<file path="config.mk">
export PLATFORM = sky130hd
export DESIGN_NAME = adc_fill_reader
export DESIGN_NICKNAME = d
export VERILOG_FILES = /design/src/rtl/adc_fill_reader.sv
export SDC_FILE = /design/constraint.sdc
export NUM_CORES = 1
export LEC_CHECK = 0
export BUFFER_PORTS_ARGS = -buffer_cell sky130_fd_sc_hd__buf_4
export CORE_MARGIN = 4
export CORE_UTILIZATION = 25
export CTS_CLUSTER_DIAMETER = 200
export DETAILED_ROUTE_END_ITERATION = 6
export GPL_TIMING_DRIVEN = 0
export PLACE_DENSITY_LB_ADDON = 0.1
export RECOVER_POWER = 100
export SLEW_MARGIN = 25
export SYNTH_ARGS = -nofsm -noshare
export SYNTH_HDL_FRONTEND = slang
export SYNTH_SLANG_ARGS = --single-unit
</file>
<file path="constraint.sdc">
create_clock -name clk -period 2 [get_ports clk]
set_input_delay 0.1 -clock clk [delete_from_list [all_inputs] [get_ports clk]]
set_output_delay 0.1 -clock clk [all_outputs]
set_load 0.005 [all_outputs]
</file>
<file path="src/rtl/adc_fill_reader.sv">
// -----------------------------------------------------------------------------
// adc_fill_reader
//
// Pops one stored fill (header word, N data words, checksum word) from a
// 128-bit first-word-fall-through read FIFO. It parses the header, recomputes
// the XOR checksum, and serialises every word as four 32-bit beats on a
// valid/ready stream.
//
// Parameters
//   TIMEOUT_CYCLES  consecutive starved cycles mid-fill before the fill is aborted
//   MS_LANE_FIRST   1: bits [127:96] go out first, 0: bits [31:0] go out first
//
// Ports
//   clk, reset_n      clock, asynchronous active-low reset
//   start             one-cycle request to read one fill (only honoured in IDLE)
//   abort             synchronous abort back to IDLE, drops the held word
//   fifo_dout/empty   FWFT FIFO data and empty flag
//   fifo_rd_en        FIFO pop strobe
//   out_dat/valid/last/ready   32-bit output stream
//   busy              FSM not in IDLE
//   fill_done         one-cycle pulse at the end of a fill (normal or timeout)
//   fill_num, num_fill_bursts  header fields, held until the next header
//   checksum_err, timeout_err  sticky per fill, cleared on start
// -----------------------------------------------------------------------------
module adc_fill_reader #(
  parameter int unsigned TIMEOUT_CYCLES = 65535,
  parameter bit          MS_LANE_FIRST  = 1'b1
) (
  input  logic         clk,
  input  logic         reset_n,
  input  logic         start,
  input  logic         abort,
  input  logic [127:0] fifo_dout,
  input  logic         fifo_empty,
  output logic         fifo_rd_en,
  output logic [31:0]  out_dat,
  output logic         out_valid,
  output logic         out_last,
  input  logic         out_ready,
  output logic         busy,
  output logic         fill_done,
  output logic [23:0]  fill_num,
  output logic [20:0]  num_fill_bursts,
  output logic         checksum_err,
  output logic         timeout_err
);

  localparam logic [15:0] TMO_LIMIT = 16'(TIMEOUT_CYCLES);

  // The state names the next word that still has to be popped; the holding
  // register drains the previous word in parallel.
  typedef enum logic [2:0] {S_IDLE, S_HDR, S_DATA, S_CSUM, S_DONE} state_t;

  state_t        state;
  logic [127:0]  hold;
  logic          hold_valid;
  logic          hold_is_csum;
  logic [1:0]    beat;
  logic [20:0]   burst_cnt;
  logic [31:0]   acc;
  logic [15:0]   tmo_cnt;
  logic          csum_popped;

  logic          need_pop;
  logic          accept;
  logic          last_beat_accept;
  logic          pop;
  logic          tmo_hit;
  logic [31:0]   lane_xor;
  logic [1:0]    lane;

  // NOTE: every signal gets a default at the top of the always_comb so no
  // path leaves it unassigned and no latch is inferred.
  always_comb begin
    need_pop         = (state == S_HDR) || (state == S_DATA) ||
                       ((state == S_CSUM) && !csum_popped);
    accept           = hold_valid && out_ready;
    last_beat_accept = accept && (beat == 2'd3);
    // A new word may only replace the held one once its last beat is taken.
    pop              = need_pop && !fifo_empty && !abort &&
                       (!hold_valid || last_beat_accept);
    tmo_hit          = need_pop && fifo_empty && (tmo_cnt == TMO_LIMIT);
    lane_xor         = fifo_dout[127:96] ^ fifo_dout[95:64] ^
                       fifo_dout[63:32]  ^ fifo_dout[31:0];
    lane             = MS_LANE_FIRST ? ~beat : beat;
    out_dat          = hold[{lane, 5'd0} +: 32];
  end

  assign fifo_rd_en = pop;
  assign out_valid  = hold_valid;
  assign out_last   = hold_valid && hold_is_csum && (beat == 2'd3);
  assign busy       = (state != S_IDLE);

  // NOTE: all sequential state uses non-blocking assignments so every
  // register samples the pre-edge values regardless of statement order.
  always_ff @(posedge clk or negedge reset_n) begin
    if (!reset_n) begin
      state           <= S_IDLE;
      // NOTE: the wide holding register is reset on purpose: out_dat is a
      // direct view of it and must read zero out of reset.
      hold            <= '0;
      hold_valid      <= 1'b0;
      hold_is_csum    <= 1'b0;
      beat            <= 2'd0;
      burst_cnt       <= '0;
      acc             <= '0;
      tmo_cnt         <= '0;
      csum_popped     <= 1'b0;
      fill_done       <= 1'b0;
      fill_num        <= '0;
      num_fill_bursts <= '0;
      checksum_err    <= 1'b0;
      timeout_err     <= 1'b0;
    end else begin
      fill_done <= 1'b0;
      if (abort && (state != S_IDLE)) begin
        state      <= S_IDLE;
        hold_valid <= 1'b0;
        beat       <= 2'd0;
      end else begin
        // Holding register and beat sequencing.
        if (pop) begin
          hold         <= fifo_dout;
          hold_valid   <= 1'b1;
          hold_is_csum <= (state == S_CSUM);
          beat         <= 2'd0;
        end else if (accept) begin
          if (beat == 2'd3) hold_valid <= 1'b0;
          beat <= beat + 2'd1;
        end

        // Starvation counter: only runs while a pop is wanted but the FIFO is dry.
        if (pop || (state == S_IDLE)) tmo_cnt <= '0;
        else if (need_pop && fifo_empty) tmo_cnt <= tmo_cnt + 16'd1;

        case (state)
          S_IDLE: begin
            if (start) begin
              checksum_err <= 1'b0;
              timeout_err  <= 1'b0;
              acc          <= '0;
              csum_popped  <= 1'b0;
              state        <= S_HDR;
            end
          end
          S_HDR: begin
            if (pop) begin
              fill_num        <= fifo_dout[127:104];
              num_fill_bursts <= fifo_dout[80:60];
              burst_cnt       <= fifo_dout[80:60];
              acc             <= acc ^ lane_xor;
              state           <= (fifo_dout[80:60] == '0) ? S_CSUM : S_DATA;
            end
          end
          S_DATA: begin
            if (pop) begin
              acc <= acc ^ lane_xor;
              if (burst_cnt != '0) burst_cnt <= burst_cnt - 21'd1;
              if (burst_cnt <= 21'd1) state <= S_CSUM;
            end
          end
          S_CSUM: begin
            if (pop) begin
              csum_popped <= 1'b1;
              if (fifo_dout[31:0] != acc) checksum_err <= 1'b1;
            end else if (csum_popped && hold_is_csum && last_beat_accept) begin
              fill_done <= 1'b1;
              state     <= S_DONE;
            end
          end
          S_DONE:  state <= S_IDLE;
          default: state <= S_IDLE;
        endcase

        // Starvation abort overrides the normal sequencing; no out_last is sent.
        if (tmo_hit) begin
          timeout_err <= 1'b1;
          hold_valid  <= 1'b0;
          fill_done   <= 1'b1;
          state       <= S_IDLE;
        end
      end
    end
  end

endmodule

</file>
* After elaboration in Yosys (flattened, before gate mapping)
Index checks and enable logic that the tools add are counted.
Cells by class: add/sub/neg operators 3, order comparisons 1, eq/ne operators 19, shift-type cells 1, muxes and demuxes 40, bitwise gates (word level) 6, reduce and logical (&&, ||, !) cells 45
Operators by type and width (number):
- $shiftx 128x8->32 | 1
- $xor 32x32->32 | 4
- $mux 32 | 2
- $pmux 32 s2 | 1
- $mux 21 | 3
- $pmux 21 s2 | 1
- $mux 16 | 2
- $ne 32x32->1 | 1
- $mux 3 | 8
- $le 21x1->1 const B | 1
- $logic_not 21->1 | 1
- $reduce_bool 21->1 | 1
- $sub 21x1->21 const B | 1
- $mux 1 | 17
- $add 16x1->16 const B | 1
- $eq 16x16->1 const B | 1
- $logic_and 1x1->1 | 13
- $ne 4x3->1 const B | 3
- $pmux 3 s4 | 1
- $reduce_bool 2->1 | 6
- $reduce_and 5->1 | 2
- $ne 2x2->1 const B | 4
- $ne 4x4->1 const B | 2
- $reduce_and 4->1 | 2
- other kinds (19) | 36
Word-level totals: register bits after elaboration 253, input bits 134, output and inout bits 84, logic and storage cells 129

* Depth between registers and ports, before layout
Gate-level depths: netlist of the first run.
word-level depth 10, mapped depth 9, gate-level depth less buffers 7

* Least setup slack after synthesis of the first run
OpenSTA, ideal clock, no wires.
path type flip-flop to flip-flop, start point register burst_cnt[11], end point register state[0], setup time 0.079 ns, data arrival time 2.111 ns, data required time 1.921 ns, setup slack -0.190 ns, stages on the path, launching flop included 7, buffers on the path 1, clock period less this slack 2.190 ns, path through dfrtp_1 or4_1 buf_2 nor4_4 a41oi_1 or4_1 mux2i_1
Between the ends: word-level cells in the longest chain between the ends 3
Ends and longest elaborated chain:
- from (decl) | line 59 | logic [20:0] burst_cnt;
- from (signal assigned) | line 150 | burst_cnt <= fifo_dout[80:60];
- from (signal assigned) | line 158 | if (burst_cnt != '0) burst_cnt <= burst_cnt - 21'd1;
- $le 21x1->1 | line 159 | if (burst_cnt <= 21'd1) state <= S_CSUM;
- $ne 4x2->1 (no source line)
- $reduce_and 6->1 (no source line)
- to (signal assigned) | line 152 | state <= (fifo_dout[80:60] == '0) ? S_CSUM : S_DATA;
- to (decl) | line 54 | state_t state;
No other way between the ends. A chain may end at the register's enable or synchronous reset.

* Worst setup path after layout of the first run
start point register burst_cnt[5], end point register burst_cnt[7]
Between the ends: word-level cells in the longest chain between the ends 4, elaborated cells between the ends (all ways) 7, those cells by class 1 x add/sub; 1 x eq/ne; 3 x mux; 2 x reduce/logical
Ends and longest elaborated chain:
- $sub 21x1->21 | line 158
- $mux 21 | line 158
- $mux 21 | line 156 | if (pop) begin
- $pmux 21 s2 | line 136 | case (state)
Parallel ways exist; a longest one is shown, timed or not. The select of a mux whose other input is x is not followed.

==> flow_summary.json, run 1 <==
{
  "synthTopCellsByArea": "dfrtp_1, nand2_1, xnor2_1",
  "ios": 218,
  "p_leak_nw": 8.86,
  "start_util_pct": 25.3,
  "post-route-period-util_pct": 109,
  "viasPerCell": 4.64,
  "synth_area_per_cell_um2": 9.60,
  "violations": "negative setup slack",
  "path_cells": "or4_4, nor4_4, buf_4, nand4_4, buf_6, a31oi_1, a21oi_1",
  "setup_viol": 134,
  "ys_seq_elements": 253,
  "maxSlewViolCount": 0,
  "dp_slack_ns": -1.53,
  "synth_commonest_cells": "nand2_1, dfrtp_1, xnor2_1",
  "vias": 11400,
  "synth.top_cell.area_share_pct": 49.8,
  "critPathMaxStageDelay_ns": 0.61,
  "asyncSetResetFlopFracSynth_pct": 100,
  "start_kind": "register",
  "p_int_mw": 17.4,
  "syn-num-nets": 1465,
  "core_area_um2": 50300,
  "finalCriticalPeriod_ns": 2.18,
  "final_cell_count_no_fill": 2464,
  "placed_cell_area_um2": 15400,
  "seq_area_frac_synth_pct": 49.8,
  "tightest_slew_ns": 1.05,
  "antenna_found_initial": 5,
  "finClkSkew_ns": 0.0158,
  "clock_latency_ns": 0.55,
  "final_area_um2": 19800,
  "seq_power_share_pct": 32.7,
  "max_cap_violations": 0,
  "combinationalPowerShare_pct": 44.4,
  "cp_slowest_cell": "or4_4",
  "layout_setup_ws_ns": -0.177,
  "hold_viol_final": 0,
  "dp.cells": 2218,
  "die_h_um": 234,
  "peakVddDrop_v": 0.000615,
  "cts_sinks": 253,
  "nets": 1905,
  "final_antenna_net_count": 0,
  "worstPathMaxFanout": 6,
  "crit_type": "register to register",
  "p_per_area_nw_per_um2": 1390,
  "synth_edf_count": 0,
  "yosysTopAreaCell": "dfrtp_1",
  "wirelength_um": 53100,
  "grt_max_degree": 75,
  "clockPowerShare_pct": 22.9,
  "gp_routability_congestion": 0.793,
  "dp_hpwl_um": 35600,
  "cts_made_buffers": 34,
  "num-fill-cells": 5043,
  "htreeDepth": 2,
  "num_rows": 82,
  "cts_tree": "yes",
  "yosysUniqueCellTypes": 58,
  "outcome": "finished with violations",
  "fin_util_pct": 39.4,
  "grt-ovfl-total": 0,
  "maxSlewHeadroom_pct": 30.0,
  "syn_inst": 1326,
  "p_switching_mw": 10.0,
  "yosys_warnings": 0,
  "hold_class": "input pin to register",
  "track_usage_pct": 19.0,
  "p_sw_share_pct": 36.5,
  "drive_gt1_share_pct": 31.8,
  "io_buffers": 217,
  "dieArea_um2": 54600,
  "clk_pin_slew_ns": 0.06,
  "grt_pass1_wl_um": 77200,
  "critPathRequiredTime_ns": 2.43,
  "drtPass1Iterations": 4,
  "cts-root-buf": "clkbuf_16",
  "wl_per_cell_um": 21.6,
  "die_w_um": 234,
  "syn_area_um2": 12700,
  "post-route-drc-count": 0,
  "drt_iter0_drc": 687,
  "yosysMostFrequentCell": "nand2_1",
  "tns_ns": -15.67,
  "rsz0062_at_grt": "true",
  "clockBufferDepth": 3,
  "worst_ep_arrival_time_ns": 2.60,
  "end_kind": "register",
  "synth_flop_cell": "dfrtp_1",
  "grt_pass1_vias": 11700,
  "syn_to_final_growth_pct": 55.6,
  "max_freq_ghz": 0.459
}
cell usage in the layout (no fill, tap or decap), drive strengths merged, types with 19 or more instances in the layout:
| master | n |
|---|---|
| dfrtp | 253 |
| mux2 | 45 |
| xor2 | 41 |
| clkbuf | 148 |
| nor3 | 19 |
| nand4 | 21 |
| nand2 | 449 |
| mux4 | 32 |
| o21ai | 83 |
| nor2 | 61 |
| dlygate4sd3 | 132 |
| buf | 245 |
| xnor2 | 96 |
timing repair:
| action | CTS | global route |
|---|---|---|
| setup buffers | 34 | 15 |
| gates resized for setup | 294 | 168 |
| hold buffers | 132 | 0 |
| hold endpoints to repair | 461 | 0 |
| pin swaps | 43 | 56 |
| gates cloned | 10 | 5 |
| endpoints found under the setup margin | 285 | 253 |
worst paths after layout:
check / startpoint / end / slack [ns] / depth (start not counted)
max: burst_cnt[5] / burst_cnt[7] / -0.18 / 7
min: fifo_empty / state[0] / 0.10 / 6
max reg2reg: burst_cnt[5] / burst_cnt[7] / -0.18 / 7
min reg2reg: hold[47] / hold[47] / 0.47 / 2
max in group asynchronous: reset_n / burst_cnt[10] / 0.34 / 3
min in group asynchronous: reset_n / hold[122] / 0.28 / 2
critical path, delay by kind of cell, from the launching register on:
kind            cells  cell delay, ns
compound gates      2            0.23
simple gates        3            1.01
buf+inv             2            0.39
flops               1            0.43
layer usage:
metal | up-vias | share of wire [%] | global-route usage, %
li1 | 5400 | - | -
met1 | 5684 | 44 | 25.4
met2 | 271 | 49 | 32.7
met3 | 72 | 4.3 | 2.46
met4 | 4 | 1.9 | 4.53
met5 | - | 0.040 | 0
flip-flops by register name (all words and copies together), names as in the netlist:
signal	flops
state	3
csum_popped	1
burst_cnt	21
fill_done	1
hold_is_csum	1
timeout_err	1
out_valid	1
fill_num	24
hold	128
beat	2
num_fill_bursts	21
checksum_err	1
tmo_cnt	16
acc	32
cell families (layout without fill, tap and decap cells):
family	Yosys count	after routing	synth area share, %
and+or+nand+nor	611	611	20.1
muxes	80	80	9.88
other	0	3	0
adders and majority gates	5	5	0.492
buffers and inverters	75	538	2.30
AOI/OAI and AO/OA	165	165	8.08
xor gates and xnor gates	137	137	9.43
DFF	253	253	49.8
power by group through the flow:
stage | registers, mW | logic, mW | clock network (mW)
5_1_grt | 9.28 | 13.2 | 6.68
3_5_place_dp | 8.89 | 9.43 | 0
4_1_cts | 8.89 | 11.5 | 6.50
2_1_floorplan | 8.53 | 5.36 | 0
6_report | 8.98 | 12.2 | 6.29
3_3_place_gp | 8.86 | 9.32 | 0
layout make-up:
type                       count  area, µm²  share of cell area, %
timing repair buffer         410       3820                   19.3
sequential                   253       6330                   32.0
tap                          672        841                   4.25
multi-input combinational    998       6920                   34.9
antenna                        3       7.51                 0.0379
clock buffer                  54       1040                   5.24
clock inverter                 5       93.8                  0.474
buffer                        61        708                   3.58
inverter                       8       35.0                  0.177
metrics by stage:
| stage | total power, mW | hold WS (ns) |
|---|---|---|
| global placement | 18.2 | 0.310 |
| detailed placement | 18.3 | 0.0252 |
| CTS | 26.9 | 0.0244 |
| global route | 29.2 | 0.131 |
| finish | 27.5 | 0.103 |
| floorplan | 13.9 | -0.196 |
Power figures use the tool's default switching activity.
==> run 2: changes to the inputs <==
--- a/config.mk
+++ b/config.mk
@@ -5,12 +5,13 @@
 export SDC_FILE = /design/constraint.sdc
 export NUM_CORES = 1
 export LEC_CHECK = 0
-export BUFFER_PORTS_ARGS = -buffer_cell sky130_fd_sc_hd__buf_4
+export BUFFER_PORTS_ARGS = -buffer_cell sky130_fd_sc_hd__buf_2
 export CORE_MARGIN = 4
-export CORE_UTILIZATION = 25
+export CORE_UTILIZATION = 37
 export CTS_CLUSTER_DIAMETER = 200
 export DETAILED_ROUTE_END_ITERATION = 6
 export GPL_TIMING_DRIVEN = 0
+export HOLD_SLACK_MARGIN = 0.15
 export PLACE_DENSITY_LB_ADDON = 0.1
 export RECOVER_POWER = 100
 export SLEW_MARGIN = 25
==> run 2 against run 1 <==
The flow still finishes with violations (negative setup slack). Non-clock buffer count stayed put. Total power is 8.6% lower. Clock skew decreased by 0.0032 ns. Maximum frequency grew 1.2%. Clock power down 11%. First-iteration DRC count is 10% higher. Die area down 31%. Sequential power fell by 0.6%. Register-to-register slack improved by 0.03 ns. Combinational power is 13% lower. Flip-flop and latch count unchanged. Via count hardly changed.
==> flow_summary.json, run 2 (same netlist as run 1, synthesis figures left out) <==
{
  "outcome": "finished with violations",
  "violations": "negative setup slack",
  "syn_to_final_growth_pct": 44.9,
  "clockBufferDepth": 3,
  "crit_type": "register to register",
  "grt_pass1_wl_um": 71200,
  "peakVddDrop_v": 0.000730,
  "post-route-drc-count": 0,
  "gp_routability_congestion": 0.848,
  "end_kind": "register",
  "clock_latency_ns": 0.56,
  "grt_pass1_vias": 11700,
  "max_cap_violations": 0,
  "hold_class": "input pin to register",
  "drt_iter0_drc": 758,
  "clockPowerShare_pct": 22.3,
  "start_util_pct": 37.8,
  "cts_tree": "yes",
  "track_usage_pct": 24.0,
  "die_h_um": 193,
  "dp_hpwl_um": 31100,
  "rsz0062_at_grt": "true",
  "combinationalPowerShare_pct": 42.1,
  "nets": 1901,
  "core_area_um2": 33700,
  "power.total_mw": 25.1,
  "ios": 218,
  "cts_made_buffers": 30,
  "num_rows": 67,
  "p_switching_mw": 9.19,
  "tightest_slew_ns": 0.724,
  "final_antenna_net_count": 0,
  "p_int_mw": 15.9,
  "hold_viol_final": 0,
  "setup_viol": 100,
  "cts-root-buf": "clkbuf_16",
  "seq_power_share_pct": 35.6,
  "viasPerCell": 5.12,
  "reg.largest.list": "hold (128), acc (32), fill_num (24)",
  "maxSlewHeadroom_pct": 51.7,
  "grt-ovfl-total": 0,
  "htreeDepth": 1,
  "start_kind": "register",
  "max_freq_ghz": 0.465,
  "antenna_found_initial": 1,
  "drive_gt1_share_pct": 28.6,
  "p_leak_nw": 8.48,
  "registers.top_by_ff_count": "hold",
  "wl_per_cell_um": 20.7,
  "finClkSkew_ns": 0.0126,
  "largest_reg_flops": 128,
  "post-route-period-util_pct": 108,
  "cts_sinks": 253,
  "layout_common_cells": "nand2_1, dfrtp_1, buf_2",
  "fin_util_pct": 54.7,
  "p_sw_share_pct": 36.6,
  "drtPass1Iterations": 5,
  "clk_pin_slew_ns": 0.06,
  "p_per_area_nw_per_um2": 1360,
  "grt_max_degree": 79,
  "final_common_cell": "nand2_1",
  "dieArea_um2": 37400,
  "finalCriticalPeriod_ns": 2.15,
  "vias": 11400,
  "worstPathMaxFanout": 9,
  "layout_setup_ws_ns": -0.151,
  "critPathRequiredTime_ns": 2.43,
  "die_w_um": 193,
  "worst_ep_arrival_time_ns": 2.58,
  "wirelength_um": 46300,
  "maxSlewViolCount": 0,
  "io_buffers": 217
}
## run 2: timing repair
| action | CTS | global route |
|---|---|---|
| buffers inserted | 30 | 18 |
| gates resized for setup | 203 | 119 |
| hold buffers | 134 | 0 |
| pin swaps | 19 | 17 |
| gates cloned | 6 | 4 |
| endpoints found under the hold margin | 415 | 0 |
| endpoints found under the setup margin | 284 | 296 |
## run 2: critical path, stage by stage (launching register included)
cell       delay, ns
dfrtp_2         0.41
ha_4            0.16
a21boi_4        0.06
or3_4           0.43
nor3b_2         0.20
clkbuf_8        0.27
clkbuf_16       0.19
mux2_4          0.30
## run 2: power by group through the flow
stage	clock (mW)	sequential [mW]	combinational, mW
detailed placement	0	8.85	8.55
global placement	0	8.78	8.39
CTS	5.72	8.83	9.97
floorplan	0	8.53	5.36
global route	5.93	9.21	11.5
finish	5.61	8.93	10.6
## run 2: area by class of cell
class	count	area [µm²]
Antenna cell	1	2.50
Fill cell	3093	15300
Clock inverter	10	106
Tap cell	448	561
Inverter	8	35.0
Sequential cell	253	6330
Timing Repair Buffer	409	3110
Buffer	62	602
Multi-Input combinational cell	998	6780
Clock buffer	44	905
## run 2: routing by layer
metal / GRT usage, % / up-vias / wire length, µm
li1: - / 5369 / -
met2: 41.2 / 285 / 22900
met1: 32.7 / 5726 / 20500
met3: 3.34 / 61 / 1990
met4: 5.04 / 0 / 993
met5: 0 / - / 0
## run 2: through the flow
| step | hold slack [ns] | worst slack, ns | TNS [ns] | area (µm²) | cells |
|---|---|---|---|---|---|
| 2_1_floorplan | -0.196 | -0.101 | -0.140 | 12800 | 1326 |
| 3_3_place_gp | 0.319 | -4.26 | -1231.89 | 14500 | 1991 |
| 3_5_place_dp | 0.0779 | -1.21 | -163.05 | 14600 | 1994 |
| 4_1_cts | 0.279 | -0.190 | -11.36 | 18000 | 2215 |
| 5_1_grt | 0.282 | -0.199 | -15.95 | 18400 | 2233 |
| 6_report | 0.287 | -0.151 | -9.24 | 18400 | 2233 |
## run 2: final timing paths
check	depth (start not counted)	endpoint	slack (ns)	from
max in group asynchronous	4	burst_cnt[3]	0.28	reset_n
worst min-delay path	4	hold[46]	0.29	fifo_dout[46]
worst min register to register	2	hold[112]	0.47	hold[112]
worst max-delay path	7	fill_num[0]	-0.15	beat[0]
worst max register to register	7	fill_num[0]	-0.15	beat[0]
min in group asynchronous	3	fill_num[17]	0.57	reset_n
==> run 3: changes to the inputs <==
--- a/config.mk
+++ b/config.mk
@@ -13,8 +13,9 @@
 export GPL_TIMING_DRIVEN = 0
 export HOLD_SLACK_MARGIN = 0.15
 export PLACE_DENSITY_LB_ADDON = 0.1
-export RECOVER_POWER = 100
+export RECOVER_POWER = 50
 export SLEW_MARGIN = 25
 export SYNTH_ARGS = -nofsm -noshare
 export SYNTH_HDL_FRONTEND = slang
 export SYNTH_SLANG_ARGS = --single-unit
+export TNS_END_PERCENT = 20
==> constraint.sdc (replaced) <==
create_clock -name clk -period 2 [get_ports clk]
set_input_delay 0.1 -clock clk [delete_from_list [all_inputs] [get_ports clk]]
set_output_delay 0.1 -clock clk [all_outputs]
set_load 0.02 [all_outputs]
==> run 3 against run 2 <==
The flow still finishes with violations (negative setup slack). Worst hold slack worse by 0.26 ns. First-iteration DRC count down 5.5%. Wire length shrank 1.6%. Highest routed layer unchanged. Critical path type unchanged. Via count up 0.25%.
==> flow_summary.json, run 3 (same netlist as run 1, synthesis figures left out) <==
{
  "cp_num_buf_inv": 1,
  "crit_type": "register to register",
  "cts_made_buffers": 30,
  "dp_hpwl_um": 30700,
  "drtPass1Iterations": 5,
  "final_common_cell": "nand2_1",
  "tns_ns": -10.32,
  "cts-root-buf": "clkbuf_16",
  "viasPerCell": 5.15,
  "clockBufferDepth": 3,
  "violations": "negative setup slack",
  "grt_pass1_vias": 11700,
  "die_w_um": 193,
  "maxSlewViolCount": 0,
  "dp_slack_ns": -1.28,
  "tightest_slew_ns": 0.759,
  "reg.largest.list": "hold (128), acc (32), fill_num (24)",
  "regToRegEndpoint": "state[0]",
  "cts_sinks": 253,
  "path_cells": "or4_4, nor4_4, buf_6, a41oi_2, or4_1, mux2i_1",
  "p_leak_nw": 8.33,
  "core_area_um2": 33700,
  "hold_class": "input pin to asynchronous set/reset pin",
  "worst_ep_arrival_time_ns": 2.68,
  "registers.top_by_ff_count": "hold",
  "rsz0062_at_grt": "true",
  "critPathMaxStageDelay_ns": 0.58,
  "io_buffers": 217,
  "grt_max_degree": 77,
  "syn_to_final_growth_pct": 43.7,
  "finClkSkew_ns": 0.0322,
  "hold_buffers": 133,
  "wl_per_cell_um": 20.4,
  "reg2reg_depth": 6,
  "num_rows": 67,
  "antenna_found_initial": 3,
  "clk_pin_slew_ns": 0.06,
  "post-route-period-util_pct": 111,
  "layout_setup_ws_ns": -0.216,
  "clock_latency_ns": 0.57,
  "largest_reg_flops": 128,
  "crit_family": "simple AND/OR/NAND/NOR gates",
  "drive_gt1_share_pct": 26.4,
  "max_freq_ghz": 0.451,
  "drt_iter0_drc": 716,
  "layout_common_cells": "nand2_1, dfrtp_1, buf_2",
  "post-route-drc-count": 0,
  "start_kind": "register",
  "setup_viol": 104,
  "start_util_pct": 37.8,
  "p_per_area_nw_per_um2": 1440,
  "vias": 11500,
  "r2r_start": "burst_cnt[16]",
  "grt-ovfl-total": 0,
  "dp.cells": 1994,
  "die_h_um": 193,
  "finalCriticalPeriod_ns": 2.22,
  "cp_slowest_cell": "or4_4",
  "dieArea_um2": 37400,
  "r2r_slack_ns": -0.22,
  "cts_tree": "yes",
  "nets": 1895,
  "final_cell_count_no_fill": 2229,
  "ios": 218,
  "num-fill-cells": 3060,
  "maxSlewHeadroom_pct": 49.4,
  "max_cap_violations": 0,
  "grt_pass1_wl_um": 69700,
  "worstPathMaxFanout": 5,
  "power.total_mw": 26.4,
  "critPathRequiredTime_ns": 2.47,
  "final_antenna_net_count": 0,
  "htreeDepth": 1,
  "track_usage_pct": 23.4,
  "end_kind": "register",
  "outcome": "finished with violations",
  "gp_routability_congestion": 0.847,
  "hold_viol_final": 0,
  "wirelength_um": 45600,
  "peakVddDrop_v": 0.000833
}
==> run 3: routing by layer <==
metal  wire length (µm)  track usage, %  vias to the layer above
met5                  0               0                        -
met4               1060            5.19                        0
met3               2090            2.89                       60
met2              22400            40.2                      343
li1                   -               -                     5361
met1              20000            32.0                     5706
==> run 3: power by group <==
part | leakage (nW) | internal [mW] | switching (mW)
sequential | 3.20 | 7.37 | 1.54
combinational | 4.60 | 5.16 | 6.44
clock | 0.536 | 3.60 | 2.24
==> run 3: worst max-delay path by stage <==
stage,from,endpoint,slack (ns),depth (start not counted)
4_1_cts,burst_cnt[13],state[0],-0.25,7
6_report,burst_cnt[16],state[0],-0.22,6
3_5_place_dp,beat[0],hold[108],-1.28,9
5_1_grt,burst_cnt[16],state[0],-0.29,6
2_1_floorplan,burst_cnt[15],state[0],-0.09,5
3_3_place_gp,reset_n,out_valid,-4.75,1
==> run 3: layout make-up <==
class                      count  area (µm²)  area share [%]
timing repair buffer         397        3020            16.5
sequential                   253        6330            34.7
buffer                        66         578            3.16
antenna                        2        5.00          0.0274
clock buffer                  46         941            5.15
tap                          448         561            3.07
multi-input combinational   1000        6670            36.5
clock inverter                 9         131           0.719
inverter                       8        32.5           0.178
==> run 3: timing repair <==
item | 4_1_cts | 5_1_grt
endpoints found under the setup margin | 285 | 197
endpoints found under the hold margin | 346 | 49
resized for setup | 190 | 81
pin swaps | 13 | 9
setup buffers | 17 | 22
cloned | 1 | 6
==> run 3: per-stage QoR <==
step | instance area, µm² | utilization (%) | hold slack (ns)
after floorplan | 12800 | - | -0.196
after global placement | 14500 | 42.9 | 0.320
after detailed placement | 14600 | 43.2 | 0.0363
after CTS | 17700 | 52.6 | 0.0280
after global routing | 18300 | 54.2 | 0.0606
final | 18300 | 54.2 | 0.0230
